File: src/rtl/mem_seq.sv
// ---------------------------------------------------------------------------
// mem_seq -- block-transfer sequencer for the byte-wide data memory port.
//
// While busy it owns the memory port and runs one of two operations:
//   copy : len bytes from src_addr to dst_addr, ascending, one read then one
//          write per byte (2 cycles/byte)
//   fill : len bytes at dst_addr written with fill_val (1 cycle/byte)
// Addresses wrap modulo 2^ADDR_W. len = 0 gives a single done pulse and
// makes no memory access.
//
// Ports
//   clk          rising-edge clock
//   reset        synchronous, active-high reset
//   start        command strobe, sampled only in IDLE
//   mode         0 = copy, 1 = fill (sampled with start)
//   src_addr     copy source base (sampled with start)
//   dst_addr     destination base (sampled with start)
//   len          byte count, 0 = no-op (sampled with start)
//   fill_val     fill byte (sampled with start)
//   mem_dat_in   memory read data (combinational read)
//   mem_addr     memory address
//   mem_rd_en    high in read cycles
//   mem_wr_en    high in write cycles
//   mem_dat_out  memory write data
//   busy         high while a transfer is in progress
//   done         one-cycle completion pulse
// ---------------------------------------------------------------------------
module mem_seq #(
   parameter int ADDR_W = 8,
   parameter int DATA_W = 8
) (
   input  logic              clk,
   input  logic              reset,
   input  logic              start,
   input  logic              mode,
   input  logic [ADDR_W-1:0] src_addr,
   input  logic [ADDR_W-1:0] dst_addr,
   input  logic [ADDR_W-1:0] len,
   input  logic [DATA_W-1:0] fill_val,
   input  logic [DATA_W-1:0] mem_dat_in,
   output logic [ADDR_W-1:0] mem_addr,
   output logic              mem_rd_en,
   output logic              mem_wr_en,
   output logic [DATA_W-1:0] mem_dat_out,
   output logic              busy,
   output logic              done
);

   typedef enum logic [1:0] {
      IDLE = 2'd0,
      RD   = 2'd1,
      WR   = 2'd2,
      DONE = 2'd3
   } state_t;

   localparam logic [ADDR_W-1:0] PTR_ONE = {{(ADDR_W-1){1'b0}}, 1'b1};

   state_t            state;
   state_t            state_nx;

   // Command registers captured on the accepted start.
   logic              mode_q;      // 0 = copy, 1 = fill
   logic [DATA_W-1:0] fill_q;
   logic [ADDR_W-1:0] src_ptr;
   logic [ADDR_W-1:0] dst_ptr;
   logic [ADDR_W-1:0] cnt;         // bytes still to be written
   logic [DATA_W-1:0] hold;        // byte read in RD, written in the next WR

   // -------------------------------------------------------------------------
   // State and datapath registers
   // -------------------------------------------------------------------------
   // NOTE: sequential state uses non-blocking assignments so every register
   // samples the pre-edge values, regardless of statement order.
   always_ff @(posedge clk) begin
      if (reset) begin
         state   <= IDLE;
         mode_q  <= 1'b0;
         fill_q  <= '0;
         src_ptr <= '0;
         dst_ptr <= '0;
         cnt     <= '0;
         hold    <= '0;
      end else begin
         state <= state_nx;
         case (state)
            IDLE: begin
               if (start) begin
                  mode_q  <= mode;
                  fill_q  <= fill_val;
                  src_ptr <= src_addr;
                  dst_ptr <= dst_addr;
                  cnt     <= len;
               end
            end
            RD: begin
               // Combinational memory read: data is valid within this cycle.
               hold    <= mem_dat_in;
               src_ptr <= src_ptr + PTR_ONE;
            end
            WR: begin
               dst_ptr <= dst_ptr + PTR_ONE;
               cnt     <= cnt - PTR_ONE;
            end
            default: ;
         endcase
      end
   end

   // -------------------------------------------------------------------------
   // Next state and output decode (outputs depend on registered state only)
   // -------------------------------------------------------------------------
   // NOTE: every output and state_nx gets a default first, so no path through
   // the case statement can leave a value unassigned and infer a latch.
   always_comb begin
      state_nx    = state;
      mem_addr    = '0;
      mem_rd_en   = 1'b0;
      mem_wr_en   = 1'b0;
      mem_dat_out = '0;
      busy        = 1'b0;
      done        = 1'b0;

      case (state)
         IDLE: begin
            if (start) begin
               if (len == '0)
                  state_nx = DONE;
               else if (mode)
                  state_nx = WR;
               else
                  state_nx = RD;
            end
         end
         RD: begin
            busy      = 1'b1;
            mem_addr  = src_ptr;
            mem_rd_en = 1'b1;
            state_nx  = WR;
         end
         WR: begin
            busy        = 1'b1;
            mem_addr    = dst_ptr;
            mem_wr_en   = 1'b1;
            mem_dat_out = mode_q ? fill_q : hold;
            // cnt is decremented at this edge; reaching zero ends the run.
            if (cnt == PTR_ONE)
               state_nx = DONE;
            else if (mode_q)
               state_nx = WR;
            else
               state_nx = RD;
         end
         DONE: begin
            done     = 1'b1;
            state_nx = IDLE;
         end
         default: state_nx = IDLE;
      endcase
   end

endmodule
File: config.mk
export PLATFORM = sky130hd
export DESIGN_NAME = mem_seq
export DESIGN_NICKNAME = d
export VERILOG_FILES = /design/src/rtl/mem_seq.sv
export SDC_FILE = /design/constraint.sdc
export NUM_CORES = 1
export LEC_CHECK = 0
export ABC_AREA = 0
export ABC_CLOCK_PERIOD_IN_PS = 1600
export BUFFER_PORTS_ARGS = -buffer_cell sky130_fd_sc_hd__clkbuf_2
export CORE_MARGIN = 3
export CORE_UTILIZATION = 48
export CTS_CLUSTER_DIAMETER = 100
export DETAILED_ROUTE_END_ITERATION = 10
export GPL_ROUTABILITY_DRIVEN = 0
export PLACE_DENSITY = 0.76
export SETUP_SLACK_MARGIN = 0.2
export SYNTH_ARGS = -nofsm -noshare
export SYNTH_HDL_FRONTEND = slang
export SYNTH_SLANG_ARGS = --single-unit
export TNS_END_PERCENT = 5
File: constraint.sdc
create_clock -name clk -period 1.6 [get_ports clk]
set_input_delay 0.32 -clock clk [delete_from_list [all_inputs] [get_ports clk]]
set_output_delay 0.32 -clock clk [all_outputs]
set_load 0.005 [all_outputs]
==> summary by stage <==
Synthesis
Sorting the synthesized cells by how often they occur yields sky130_fd_sc_hd__dfxtp_1 (43), sky130_fd_sc_hd__nand2_1 (40), sky130_fd_sc_hd__nor2_1 (29). Yosys printed 0 warnings. The largest total area in the synthesized netlist belongs to sky130_fd_sc_hd__dfxtp_1. The share of synthesized flip-flops with an asynchronous set or reset is 0%.

The cell count after synthesis is 309. In this run, distinct cell masters in the synthesized netlist total 42. In this run, synthesis inferred 0 flip-flops with an integrated enable. The synthesized net count is 361. After synthesis the netlist holds a flip-flop and latch count of 43. Sorting the synthesized cells by area gives the leading types as sky130_fd_sc_hd__dfxtp_1 (35%), sky130_fd_sc_hd__mux2i_1 (8.1%), sky130_fd_sc_hd__nand2_1 (6.1%).

The most frequently used cell type in the post-synthesis netlist is sky130_fd_sc_hd__dfxtp_1. The sequential-to-total area share from yosys stat is 34.94%. The most used flip-flop cell after synthesis is sky130_fd_sc_hd__dfxtp_1.

The area of the mapped netlist is 2464 sq um. The synthesized area per cell is around 8.0 sq um. Summed over its instances, the top area cell type makes up a little over a third of the synthesized netlist area.

Pwr
After layout, the design draws a total of 0.004741 W. Of the total power, the share spent switching nets is 37.80%. In this run, flip-flops and latches consume 32.0% of the power. Summed over all nets, the switching power comes to 0.001792 W. The total internal power is 0.002949 W. Combinational logic burns 49.7% of the power. The clock group share of total power is 18.3%. The leakage power figure is ~1.4 nW.

Dividing total power by cell area gives a power density of 1371 nW/um^2. The worst-case IR drop observed on VDD is about 0.74 mV.

Timing
The worst relative slew slack is 70.88%. The number of pins exceeding their max-slew limit in the final report is 0. The final setup slack of the worst path is -0.1384 ns. The worst path in the final design needs a cycle of 1.738 ns, including I/O delays and setup. Setup repair after global routing could not meet its margin everywhere. The actual transition at the worst max-transition pin is 0.4329 ns. The final hold slack is between 0.2 and 0.25 ns. The maximum clock skew at final layout is 0.007566 ns.

Setup violations remaining at the end of the flow were counted as 19. The post-route clock period utilization is 108.6%. The final count of hold timing violations is 0. Derived from the worst setup path, the maximum achievable clock frequency is 575.3 MHz.

Setup path
STA classifies the critical path endpoint as an output pin. The count of cells along the worst register-to-register path is 7. The critical path's slowest cell is sky130_fd_sc_hd__dfxtp_4. Together, buffers and inverters on the worst path number 2. For the worst setup path, the data arrival time is 1.42 ns.

The maximum fanout along the worst path is 12. STA classifies the critical path startpoint as a register. Broken down by cell family, the worst path's largest delay share belongs to flip-flops. The critical path class is register to output pin. The largest stage delay on the critical path is 0.36 ns. The number of stages on the worst setup path is 5. Walking the worst path, the cells encountered are buf_4, ha_4, a22oi_1, nor2b_1, buf_2. STA puts the critical path data required time at roughly 1.3 ns.

Placed design
Port buffering added 63 buffers. Once detailed placement completed, the half-perimeter wirelength came to 4854 microns.

Routing
For this run, design rule violations remaining after detail routing come to 0. The routed length per placed instance is 15.78 microns. For this run, the detailed router's first-pass iteration total came to 5.

After detailed routing, the total wire length is 7194 microns. The number of vias in the routed layout is approximately 2600. Dividing the detail-routed via count by the number of cells gives roughly 5.8. The detailed router finished its first iteration with 143 violations. In this run the remaining antenna-violating nets after routing total 0.

Floorplan
The effective utilization at floorplan is 50.81%. Measured along the y axis, the die boundary spans 77.64 microns. The number of cell rows is 25. From left edge to right edge, the die measures around 78 microns. The number of ports placed on the die boundary is 64. The die covers 6028 sq um. The total area inside the core boundary comes to 4848 sq um.

Clocking
After clock tree synthesis, the flow added hold-fix buffers numbering 0. The source-to-sink clock delay at the later pin of the worst-skew pair is 0.30 ns. In this run the deepest clock path goes through 2 buffers. The post-CTS clock slew at the launch and capture registers of the worst setup and hold paths is 0.08 ns. In this run the number of H-tree levels came out at 2. The clock tree from TritonCTS is yes. For this design, the sink count on the clock tree is 43.

Buffers inserted during clock tree synthesis total 5. The cell sitting at the root of the clock tree is a sky130_fd_sc_hd__clkbuf_8.

Status
The run finished, with violations left. The checks that failed: negative setup slack.

Cells and area
The final layout contains 440 nets. In the final layout, the share of cells above drive strength 1 is 44.22%. 0 antenna diodes ended up in the layout. Compared with the post-synthesis result, the final layout area differs by 40.38%.

Worst hold path
Along the worst hold path, the cell count comes to 3. In this run the worst hold path is classified as input port to register.

GRT
The via count of the first global-routing pass is 2461. The final global-route overflow total is 0. The maximum number of pins on one net before global-route repair is 27.

The global-route usage over all layers is between 20% and 30%. The number of antenna violations at the first check in global routing is 0. The wire length of the first global-routing pass is between 10000 and 15000 microns.

Flow run
Across the run, the number of max-cap violations was 0.
final cells by class:
type	instances	area (sq um)
well taps	67	83.83
repair buffers	94	628.1
inverters	12	52.55
fillers	400	1390
clock buffers	6	82.58
multi-input cells	232	1705
flip-flops and latches	43	870.8
clock inverters	2	35.03
power groups by stage:
stage	combinational, W	clock (W)	sequential, W
6_report	0.00235	0.000870	0.00152
5_1_grt	0.00255	0.000935	0.00155
4_1_cts	0.00217	0.000887	0.00150
3_5_place_dp	0.00177	0	0.00150
3_3_place_gp	0.00173	0	0.00149
2_1_floorplan	0.00127	0	0.00146
kinds of logic (layout without fill, tap and decap cells):
kind of cell | after synthesis | in the layout | share of synthesized area [%]
AOI/OAI and AO/OA | 90 | 90 | 23.82
adders and majority gates | 8 | 8 | 4.063
buffers and inverters | 34 | 114 | 5.841
DFF | 43 | 43 | 34.94
muxes | 24 | 24 | 9.954
and+or+nand+nor | 110 | 110 | 21.38
worst register-to-register path: cells and delay by family, from the launching register on:
kind | cells | cell delay, ns
multiplexers | 1 | 0.36
adder cells (fa/ha/maj) | 1 | 0.17
AO/OA/AOI/OAI | 2 | 0.24
buffers and inverters | 3 | 0.34
flip-flops | 1 | 0.37
final timing paths:
kind,from,to,slack (ns)
setup / recovery,state[0]$_SDFFE_PP0P_,mem_addr[6],-0.14
hold / removal,fill_val[6],fill_q[6]$_SDFFE_PP0P_,0.24
setup reg to reg,state[0]$_SDFFE_PP0P_,dst_ptr[5]$_SDFFE_PP0P_,-0.01
hold reg to reg,fill_q[1]$_SDFFE_PP0P_,fill_q[1]$_SDFFE_PP0P_,0.46
repair_timing:
item / CTS / global route
pin swaps: 33 / 16
gates resized for setup: 61 / 32
setup buffers: 8 / 1
setup endpoints to repair: 58 / 58
cloned: 0 / 0
per-stage QoR:
step                setup WS [ns]  instance area (sq um)  TNS (ns)  utilization, %  std cells
floorplan                  0.1290                   2525         0               -        309
global placement          0.07168                   2972         0           61.29        439
detailed placement       -0.01152                   2972  -0.01152           61.29        439
CTS                       -0.1093                   3351   -0.7556           69.11        455
global route              -0.1730                   3458    -2.341           71.33        456
finish                    -0.1384                   3458    -1.084           71.33        456
placed cells by master (no fill, tap or decap), types with 3 or more instances in the layout:
cell                        netlist  layout
sky130_fd_sc_hd__mux2i_1         20      19
sky130_fd_sc_hd__buf_6            0      10
sky130_fd_sc_hd__a211oi_2         0       3
sky130_fd_sc_hd__inv_4            0       3
sky130_fd_sc_hd__clkbuf_2         0      58
sky130_fd_sc_hd__o21ai_0         14       9
sky130_fd_sc_hd__o2bb2ai_1        4       3
sky130_fd_sc_hd__a21oi_2          0       4
sky130_fd_sc_hd__inv_2            0       3
sky130_fd_sc_hd__nor2b_2          0       3
sky130_fd_sc_hd__a211oi_1         7       4
sky130_fd_sc_hd__buf_4            1      18
sky130_fd_sc_hd__nand3_1          9       9
sky130_fd_sc_hd__a22oi_2          0       9
sky130_fd_sc_hd__a21oi_1         27      23
sky130_fd_sc_hd__o32ai_1          3       3
sky130_fd_sc_hd__nor2b_1         11       8
sky130_fd_sc_hd__nand2_1         40      37
sky130_fd_sc_hd__clkbuf_8         0       6
sky130_fd_sc_hd__dfxtp_1         43      39
sky130_fd_sc_hd__nor2_2           0       9
sky130_fd_sc_hd__nor3_1           5       5
sky130_fd_sc_hd__buf_2           10       4
sky130_fd_sc_hd__o211ai_1         3       3
sky130_fd_sc_hd__ha_4             0       4
sky130_fd_sc_hd__nand4_1          5       5
sky130_fd_sc_hd__a31oi_1          3       3
sky130_fd_sc_hd__o22ai_1          5       4
sky130_fd_sc_hd__nor2_1          29      20
sky130_fd_sc_hd__inv_1           12       6
sky130_fd_sc_hd__o21ai_1          0       3
state kept, by name, indices dropped and copies added, names as in the netlist:
| register | cells |
|---|---|
| state | 2 |
| dst_ptr | 8 |
| fill_q | 8 |
| src_ptr | 8 |
| cnt | 8 |
| mode_q | 1 |
| hold | 8 |
metal layers:
layer | vias up | wire [microns] | part of all wire [%] | track usage [%]
li1 | 1280 | - | - | -
met5 | - | 0 | 0 | 0
met3 | 13 | 559 | 7.8 | 6.148
met4 | 0 | 73 | 1.0 | 5.516
met2 | 105 | 3543 | 49 | 41.10
met1 | 1238 | 3018 | 42 | 30.83
(Power assumes the default switching activity.)
